`config.mk`:
```
export PLATFORM = sky130hd
export DESIGN_NAME = if_stage
export DESIGN_NICKNAME = d
export VERILOG_FILES = /design/src/rtl/if_stage.sv
export SDC_FILE = /design/constraint.sdc
export NUM_CORES = 1
export LEC_CHECK = 0
export ABC_AREA = 1
export CORE_MARGIN = 2
export CORE_UTILIZATION = 45
export DETAILED_ROUTE_END_ITERATION = 10
export DONT_BUFFER_PORTS = 1
export GPL_ROUTABILITY_DRIVEN = 0
export GPL_TIMING_DRIVEN = 0
export SYNTH_ARGS = -nofsm -noshare
export SYNTH_HDL_FRONTEND = slang
export SYNTH_SLANG_ARGS = --single-unit
export TNS_END_PERCENT = 50
```
`constraint.sdc`:
```
create_clock -name clk -period 1.5 [get_ports clk]
set_input_delay 0.375 -clock clk [delete_from_list [all_inputs] [get_ports clk]]
set_output_delay 0.375 -clock clk [all_outputs]
set_load 0.005 [all_outputs]
```
`src/rtl/if_stage.sv`:
```
// Instruction-fetch stage: owns the PC, addresses the instruction ROM
// combinationally and registers the fetched word into IF/ID for decode.
module if_stage #(
  parameter logic [31:0] RESET_PC = 32'h8000_0000,
  parameter logic [31:0] IRQ_PC   = 32'h8000_0004,
  parameter logic [31:0] EXC_PC   = 32'h8000_0008
) (
  input  logic        clk,
  input  logic        reset,
  input  logic        stall,
  input  logic        br_taken,
  input  logic [31:0] br_target,
  input  logic        jump,
  input  logic [25:0] jump_idx,
  input  logic        jr,
  input  logic [31:0] jr_target,
  input  logic        irq,
  input  logic        exc,
  output logic [31:0] imem_addr,
  input  logic [31:0] imem_instr,
  output logic [31:0] ifid_instr,
  output logic [31:0] ifid_pc_plus4,
  output logic        ifid_valid,
  output logic        irq_taken
);

  // Redirect source chosen this cycle, highest priority first.
  typedef enum logic [2:0] {
    SEL_EXC,
    SEL_IRQ,
    SEL_BR,
    SEL_STALL,
    SEL_JR,
    SEL_JUMP,
    SEL_SEQ
  } sel_e;

  logic [31:0] pc_p0;
  logic [31:0] instr_p1;
  logic [31:0] pc_plus4_p1;
  logic        vld_p1;

  sel_e        sel;
  logic [31:0] pc_plus4;
  logic [31:0] jump_target;
  logic [31:0] pc_nxt;
  logic [31:0] instr_nxt;
  logic [31:0] pc_plus4_nxt;
  logic        vld_nxt;
  logic        ifid_en;

  // Bit 31 is the kernel flag; only the low 31 bits advance and wrap.
  function automatic logic [31:0] inc_pc(input logic [31:0] p);
    return {p[31], p[30:0] + 31'd4};
  endfunction

  assign pc_plus4    = inc_pc(pc_p0);
  assign jump_target = {pc_plus4_p1[31:28], jump_idx, 2'b00};

  // Priority encoder over the redirect sources; irq is masked in kernel mode.
  always_comb begin
    sel = SEL_SEQ;
    if (exc)                  sel = SEL_EXC;
    else if (irq && !pc_p0[31]) sel = SEL_IRQ;
    else if (br_taken)        sel = SEL_BR;
    else if (stall)           sel = SEL_STALL;
    else if (jr)              sel = SEL_JR;
    else if (jump)            sel = SEL_JUMP;
  end

  // Next PC and IF/ID contents; every redirect squashes the word fetched now.
  always_comb begin
    pc_nxt       = pc_plus4;
    instr_nxt    = 32'h0;
    pc_plus4_nxt = pc_plus4;
    vld_nxt      = 1'b0;
    ifid_en      = 1'b1;
    case (sel)
      SEL_EXC:   pc_nxt = EXC_PC;
      SEL_IRQ:   pc_nxt = IRQ_PC;
      SEL_BR:    pc_nxt = br_target;
      SEL_STALL: begin
        pc_nxt  = pc_p0;
        ifid_en = 1'b0;
      end
      SEL_JR:    pc_nxt = jr_target;
      SEL_JUMP:  pc_nxt = jump_target;
      SEL_SEQ: begin
        instr_nxt = imem_instr;
        vld_nxt   = 1'b1;
      end
      default: ;
    endcase
  end

  // PC and IF/ID registers (stage boundary IF -> ID).
  always_ff @(posedge clk) begin
    if (reset) begin
      pc_p0       <= RESET_PC;
      instr_p1    <= 32'h0;
      pc_plus4_p1 <= 32'h0;
      vld_p1      <= 1'b0;
    end else begin
      pc_p0 <= pc_nxt;
      if (ifid_en) begin
        instr_p1    <= instr_nxt;
        pc_plus4_p1 <= pc_plus4_nxt;
        vld_p1      <= vld_nxt;
      end
    end
  end

  assign imem_addr     = pc_p0;
  assign ifid_instr    = instr_p1;
  assign ifid_pc_plus4 = pc_plus4_p1;
  assign ifid_valid    = vld_p1;
  assign irq_taken     = (sel == SEL_IRQ) && !reset;

endmodule

```
# After elaboration in Yosys (flattened, before gate mapping)
# Index checks and enable logic that the tools add are counted.
# word_totals
output_inout_bits,98
in_bits,130
regBits,97
# op_classes
eq_ne,6
muxes,9
n_addsub,1
reduce_logical,7
n_bitwise,1
# op_table
operator,n
case mux 32 bit (6 select lines),1
2-to-1 mux 32 bit,1
"adder 31 x 3 -> 31 bit, second input constant",1
2-to-1 mux 3 bit,4
"== test 3 bit, second input constant",3
"== test 3 x 2 -> 1 bit, second input constant",2
nonzero test 5 bit,1
2-to-1 mux 2 bit,2
"== test 3 x 1 -> 1 bit, second input constant",1
logical NOT 3 bit,1
logical AND 1 bit,2
logical NOT 1 bit,2
AND reduction 2 bit,1
2-to-1 mux 1 bit,1
NOT 1 bit,1

# Longest topological paths before layout
# Gate-level depths: netlist (run 1).
# logic_depth
depth_word,9
ltp_mapped,13
mapped_depth_nobuf,11

# Worst setup path before layout (run 1)
# Ideal clock, no wire load.
# synth_timing
path_kind,register -> register
from,"register pc_p0[2], in the netlist imem_addr[2]"
to,"register pc_plus4_p1[16], in the netlist ifid_pc_plus4[16]"
path_stages_with_launch,9
arrival_time_ns,1.449
synth_period_minus_slack_ns,1.566
required_time_ns,1.384
setup_ns,0.116
path_slack_ns,-0.066
path_cell_list,dfxtp_1 ha_1 nand3_2 nor2_1 inv_1 o21ai_0 nand3_1 o211ai_1 inv_1
# synth_between
elab_chain_cells,1
# synth_lines
item,line_no,rtl
"start, declared",38,logic [31:0] pc_p0;
"start signal, assigned",104,pc_p0 <= pc_nxt;
adder 31 x 3 -> 31 bit,54,"return {p[31], p[30:0] + 31'd4};"
"end signal, assigned",107,pc_plus4_p1 <= pc_plus4_nxt;
"end, declared",40,logic [31:0] pc_plus4_p1;
# No other way between the ends.
# A chain may end at the register's enable or synchronous reset.

# Final worst setup path (run 1)
# layout_timing
from,"register pc_p0[31], in the netlist imem_addr[31]"
to,"register pc_p0[18], in the netlist imem_addr[18]"
# layout_between
elab_chain_cells,6
word_cells_on_any_way,11
# layout_lines
item,line_no,rtl
logical NOT 1 bit *,64,else if (irq && !pc_p0[31]) sel = SEL_IRQ;
logical AND 1 bit *,64,
2-to-1 mux 3 bit *,64,
2-to-1 mux 3 bit *,63,if (exc) sel = SEL_EXC;
"== test 3 bit, or another cell as far along",78,case (sel)
case mux 32 bit (6 select lines),78,
# Mark *: on every way between the ends. The rest lies on a longest branch, timed or not.

==> results of run 1 <==
## area by class of cell
type                            count  share of cell area
Multi-Input combinational cell    651               0.483
Clock inverter                      4             0.00401
Tap cell                          147              0.0268
Clock buffer                       12              0.0359
Inverter                           89              0.0520
Timing Repair Buffer               26              0.0418
Buffer                             51              0.0650
Sequential cell                    97               0.292
## report_power, final
group          leakage [uW]  internal, uW  switching, uW
sequential         0.000804          2720            211
combinational       0.00209           429            674
clock              0.000137          1170            977
## worst max-delay path, delay by kind of cell, from the launching register on
kind	cells	cell delay (ns)
AND/OR/NAND/NOR	8	0.77
buffers and inverters	3	0.34
flip-flops	1	0.35
## synthesized netlist by cell type, types with 2 or more instances
cell	instances
a21oi_1	67
buf_6	6
nand2_4	4
dfxtp_1	97
xor2_1	4
buf_2	23
inv_1	80
buf_4	8
o211a_1	4
nand3_1	113
nand2_1	256
nor2_2	2
clkbuf_1	14
nor2_4	3
nand3_2	3
inv_2	9
nor2_1	129
a31oi_1	3
o21ai_1	4
o21ai_0	27
nand4_1	20
nand2_2	2
o211ai_1	5
## routing by layer
metal / vias to the layer above / wire length [um] / global-route usage
met1: 2736 / 7760 / 0.354
met2: 282 / 9210 / 0.470
met3: 28 / 1770 / 0.0773
met4: 0 / 401 / 0.0813
met5: - / 0 / 0
li1: 2921 / - / -
## final timing paths
kind	end	cells past startpoint	from	slack (ns)
min	imem_addr[3]$_SDFFE_PP0P_	2	jump_idx[1]	0.16
max reg2reg	imem_addr[18]$_SDFFE_PP0P_	11	imem_addr[31]$_SDFFE_PP1P_	-0.07
max	imem_addr[18]$_SDFFE_PP0P_	11	imem_addr[31]$_SDFFE_PP1P_	-0.07
min reg2reg	ifid_instr[3]$_SDFFE_PP0P_	2	ifid_instr[3]$_SDFFE_PP0P_	0.48
## flip-flops by register name (all words and copies together) (netlist names)
signal and count:
ifid_instr 32, ifid_pc_plus4 32, imem_addr 32, ifid_valid 1
## what timing repair did
item	CTS	global route
setup endpoints to repair	96	98
pin swaps	21	30
endpoints found under the hold margin	0	0
gates resized for setup	98	118
cloned	2	2
buffers inserted	13	9
## through the flow
step / util / worst slack (ns) / instance area, um2 / hold WS, ns / power [uW]
after global routing: 0.573 / -0.142 / 6860 / 0.163 / 6480
after floorplan: - / 0.0103 / 5520 / 0.455 / 3520
after CTS: 0.533 / -0.0499 / 6370 / 0.157 / 6050
final: 0.573 / -0.0744 / 6860 / 0.162 / 6190
after global placement: 0.477 / -0.349 / 5700 / 0.470 / 3790
after detailed placement: 0.477 / -0.366 / 5700 / 0.476 / 3810
## cell families after synthesis
logic type,count (synthesis)
XOR/XNOR,5
AND/OR/NAND/NOR,534
flip-flops,97
adder cells (fa/ha/maj),1
buffers and inverters,141
AO/OA/AOI/OAI,111
==> results.py, run 1 <==
metrics = {
    "global_route": {
        "grt_pass1_wl_um": 28800,
        "grt_pass1_vias": 5681,
        "globalRouteOverflowTotal": 0,
        "antenna_found_initial": 0,
        "grt_max_degree": 16,
        "grt_util_all_layers": 0.281,
    },
    "setup_path": {
        "start_kind": "register",
        "arrival_ns": 1.81,
        "end_kind": "register",
        "crit_required_ns": 1.74,
        "criticalPathCategory": "reg2reg",
        "slowest_delay_ns": 0.35,
        "slowest_stage": "dfxtp_2",
        "crit_fanout": 9,
        "crit_chain": "inv_4 > nand2_4 > nand2_8 > nor2_4 > buf_12 > nand2_4 > nand2_8 > buf_8 > nand2_1 > nor2_2 > nor2_1",
    },
    "die": {
        "die_h_um": 115,
        "dieArea_um2": 13200,
        "fp.dieW_um": 115,
        "rows": 40,
        "core_um2": 12000,
        "initial_core_util": 0.461,
        "io_pins": 228,
    },
    "placement": {
        "placed_cells": 1036,
        "dpl.hpwl_um": 14400,
        "port_buffers": 0,
    },
    "yosys": {
        "synth-seq-cells": 97,
        "synth_edf_count": 0,
        "synth_ff_type": "dfxtp_1",
        "synth-simple-area-share": 0.415,
        "synth-adder-area-share": 0.00227,
        "synth_area_leaders": "dfxtp_1 (35%), nand2_1 (17%), nand3_1 (10%)",
        "synth_top_cell_area_share": 0.352,
        "synth_xor_area_frac": 0.00794,
        "syn_area_um2": 5510,
        "yosysUniqueCellTypes": 29,
        "yosysTopAreaCell": "dfxtp_1",
        "synthArstFlopShare": 0,
        "synthMuxAreaShare": 0,
        "synth_nets": 1020,
        "synth_compound_area_frac": 0.108,
        "synth_top_family_by_area": "simple AND/OR/NAND/NOR gates",
        "yosysSeqAreaShare": 0.352,
        "ys_warn_count": 0,
        "syn-instance-count": 889,
        "synth.avg_cell_area_um2": 6.20,
    },
    "run_status": {
        "outcome": "complete, but fails checks",
        "violations": "setup timing",
    },
    "final_layout": {
        "multi_input_area_um2": 3310,
        "drive_above_1_share": 0.225,
        "antenna_cells": 0,
        "nets": 1056,
        "final_common_cell": "nand2_1",
        "final_cell_mix": "nand2_1 (237), nand3_1 (101), nor2_1 (100)",
        "syn_to_final_growth_pct": 24.4,
        "seq_area_um2": 2000,
        "n_fill_cell": 1198,
        "final_cells": 1077,
    },
    "cts": {
        "cts_max_level": 3,
        "hold_buffers": 0,
        "clock-sinks": 97,
        "path_clk_slew_ns": 0.07,
        "clk_path_buf_depth": 2,
        "clock_latency_ns": 0.34,
        "clockRootBuffer": "clkbuf_16",
        "cts_tree": "done",
        "numCtsBuffers": 9,
    },
    "drt": {
        "drt_wl_total_um": 19100,
        "postRouteAntennaNets": 0,
        "routed_via_density": 5.54,
        "drtIter0Drc": 430,
        "vias": 5967,
        "wire_per_inst_um": 17.8,
        "dr.pass1.iters": 5,
        "drc_errors": 0,
    },
    "timing": {
        "finalSetupTns_ns": -0.964,
        "fmax_ghz": 0.635,
        "relSlewSlack": 0.480,
        "setup_viol": 48,
        "rsz0062_at_grt": "yes",
        "finalCritPeriodShare": 1.05,
        "fin_worst_skew_ns": 0.00930,
        "layout_min_cycle_time_ns": 1.57,
        "worstMarginPinSlew_ns": 0.780,
        "slew_viol_final": 0,
        "hold_viol": 0,
        "fin_ws_ns": -0.0744,
    },
    "flow_run": {
        "maxCapViolations": 0,
    },
    "power_and_ir_drop": {
        "power.density_nw_per_um2": 903,
        "irDropWorstVdd_mv": 0.482,
        "cellLeakagePower_uw": 0.00303,
    },
    "min_path": {
        "holdCritPathClass": "in2reg",
    },
}
No activity file was read; power rests on OpenSTA's default activity.
==> run 2, diff against run 1 <==
--- a/config.mk
+++ b/config.mk
@@ -12,6 +12,7 @@
 export DONT_BUFFER_PORTS = 1
 export GPL_ROUTABILITY_DRIVEN = 0
 export GPL_TIMING_DRIVEN = 0
+export PLACE_DENSITY_LB_ADDON = 0.05
 export SYNTH_ARGS = -nofsm -noshare
 export SYNTH_HDL_FRONTEND = slang
 export SYNTH_SLANG_ARGS = --single-unit
==> results.py, run 2 (synthesized netlist as in run 1, its figures left out) <==
metrics = {
    "die": {
        "rows": 40,
        "initial_core_util": 0.461,
        "fp.dieW_um": 115,
        "io_pins": 228,
        "core_um2": 12000,
        "die_h_um": 115,
        "dieArea_um2": 13200,
    },
    "cts": {
        "path_clk_slew_ns": 0.07,
        "clock_latency_ns": 0.34,
        "numCtsBuffers": 9,
        "clockRootBuffer": "clkbuf_16",
        "clock-sinks": 97,
        "cts_tree": "done",
        "clk_path_buf_depth": 2,
        "cts_max_level": 3,
    },
    "global_route": {
        "grt_max_degree": 16,
        "grt_pass1_wl_um": 28900,
        "globalRouteOverflowTotal": 0,
        "grt_util_all_layers": 0.286,
        "antenna_found_initial": 0,
        "grt_pass1_vias": 5521,
    },
    "drt": {
        "drtIter0Drc": 439,
        "postRouteAntennaNets": 0,
        "wl_met2_um": 9270,
        "dr_wl_met3_um": 1700,
        "drt_wl_total_um": 19600,
        "drc_errors": 0,
        "routed_via_density": 5.54,
        "wire_per_inst_um": 18.1,
        "vias": 5983,
        "highest_layer": "met4",
        "dr.pass1.iters": 5,
        "wl_met1_um": 8020,
    },
    "setup_path": {
        "rr_worst_depth": 11,
        "r2r-start": "imem_addr[31]$_SDFFE_PP1P_",
        "crit_required_ns": 1.73,
        "start_kind": "register",
        "r2r-end": "imem_addr[18]$_SDFFE_PP0P_",
        "crit_fanout": 10,
        "arrival_ns": 1.80,
        "timing.reg2reg.setup_slack_ns": -0.07,
        "criticalPathCategory": "reg2reg",
        "end_kind": "register",
    },
    "power_and_ir_drop": {
        "switchingPower_uw": 1860,
        "power.internal_uw": 4440,
        "finalPower_uw": 6300,
        "combPwrFrac": 0.168,
        "seqPwrFrac": 0.466,
        "p_clk_frac": 0.366,
        "cellLeakagePower_uw": 0.00302,
        "power.density_nw_per_um2": 914,
        "irDropWorstVdd_mv": 0.521,
        "switching_share": 0.296,
    },
    "placement": {
        "dpl.hpwl_um": 14400,
        "placed_cells": 1036,
        "port_buffers": 0,
    },
    "timing": {
        "fin_worst_skew_ns": 0.00545,
        "relSlewSlack": 0.528,
        "worstMarginPinSlew_ns": 0.709,
        "rsz0062_at_grt": "yes",
        "finalSetupTns_ns": -1.10,
        "fin_ws_ns": -0.0689,
        "setup_viol": 40,
        "hold_viol": 0,
        "slew_viol_final": 0,
        "finalCritPeriodShare": 1.05,
        "fmax_ghz": 0.637,
        "layout_min_cycle_time_ns": 1.57,
    },
    "flow_run": {
        "maxCapViolations": 0,
    },
    "min_path": {
        "holdCritPathClass": "in2reg",
        "worstHoldStart": "jump_idx[1]",
        "min_delay_path_depth": 2,
        "min_to": "imem_addr[3]$_SDFFE_PP0P_",
    },
    "final_layout": {
        "n_fill_cell": 1153,
        "final_common_cell": "nand2_1",
        "final_cells": 1079,
        "drive_above_1_share": 0.209,
        "final_cell_mix": "nand2_1 (236), nand3_1 (110), nor2_1 (101)",
        "syn_to_final_growth_pct": 25.1,
        "nets": 1058,
        "antenna_cells": 0,
    },
    "run_status": {
        "outcome": "complete, but fails checks",
        "violations": "setup timing",
    },
}
[run 2: routing by layer]
metal  vias up  GRT usage
met5         -          0
met4         0     0.0902
met3        44     0.0847
met2       270      0.466
met1      2744      0.363
li1       2925          -
[run 2: worst max-delay path, cell delays in order (launching register included)]
cell     delay [ns]
dfxtp_2        0.35
inv_4          0.05
nand2_4        0.08
nand2_8        0.08
nor2_4         0.11
buf_12         0.15
nand2_4        0.06
nand2_4        0.12
buf_6          0.18
nand2_1        0.07
nor2_2         0.15
nor2_1         0.06
[run 2: final cells by class]
type | count | area [um2] | share of cell area
clock inverter | 3 | 22.5 | 0.00327
sequential | 97 | 2010 | 0.291
inverter | 89 | 354 | 0.0514
tap | 147 | 184 | 0.0267
multi-input combinational | 652 | 3250 | 0.472
timing repair buffer | 27 | 339 | 0.0492
buffer | 51 | 452 | 0.0655
clock buffer | 13 | 280 | 0.0407
[run 2: what timing repair did]
| action | 4_1_cts | 5_1_grt |
|---|---|---|
| hold buffers | 0 | 0 |
| buffers inserted | 8 | 14 |
| pin swaps | 12 | 24 |
| setup endpoints to repair | 97 | 98 |
| cloned | 1 | 6 |
| resized for setup | 72 | 131 |
[run 2: power groups by stage]
stage                     registers (uW)  logic (uW)  clock network, uW
after global placement              2970         820                  0
after global routing                2950        1170               2470
after detailed placement            2970         837                  0
after floorplan                     2890         631                  0
final                               2930        1060               2310
after CTS                           2920         905               2340
[run 2: how the worst max path moves through the flow]
stage	startpoint	end	slack [ns]	cells after the start
detailed placement	imem_addr[2]$_SDFFE_PP0P_	ifid_pc_plus4[28]$_SDFFE_PP0P_	-0.36	10
CTS	imem_addr[31]$_SDFFE_PP1P_	imem_addr[17]$_SDFFE_PP0P_	-0.06	10
floorplan	imem_addr[2]$_SDFFE_PP0P_	imem_addr[12]$_SDFFE_PP0P_	0.01	9
global route	imem_addr[31]$_SDFFE_PP1P_	imem_addr[18]$_SDFFE_PP0P_	-0.14	11
global placement	imem_addr[2]$_SDFFE_PP0P_	imem_addr[12]$_SDFFE_PP0P_	-0.34	9
finish	imem_addr[31]$_SDFFE_PP1P_	imem_addr[18]$_SDFFE_PP0P_	-0.07	11
[run 2: through the flow]
stage                      util  setup WS, ns  hold WS [ns]  cell area (um2)
after CTS                 0.526       -0.0569         0.160             6290
after floorplan               -        0.0103         0.455             5520
final                     0.576       -0.0689         0.171             6890
after global routing      0.576        -0.137         0.161             6890
after detailed placement  0.477        -0.361         0.475             5700
after global placement    0.477        -0.340         0.470             5700
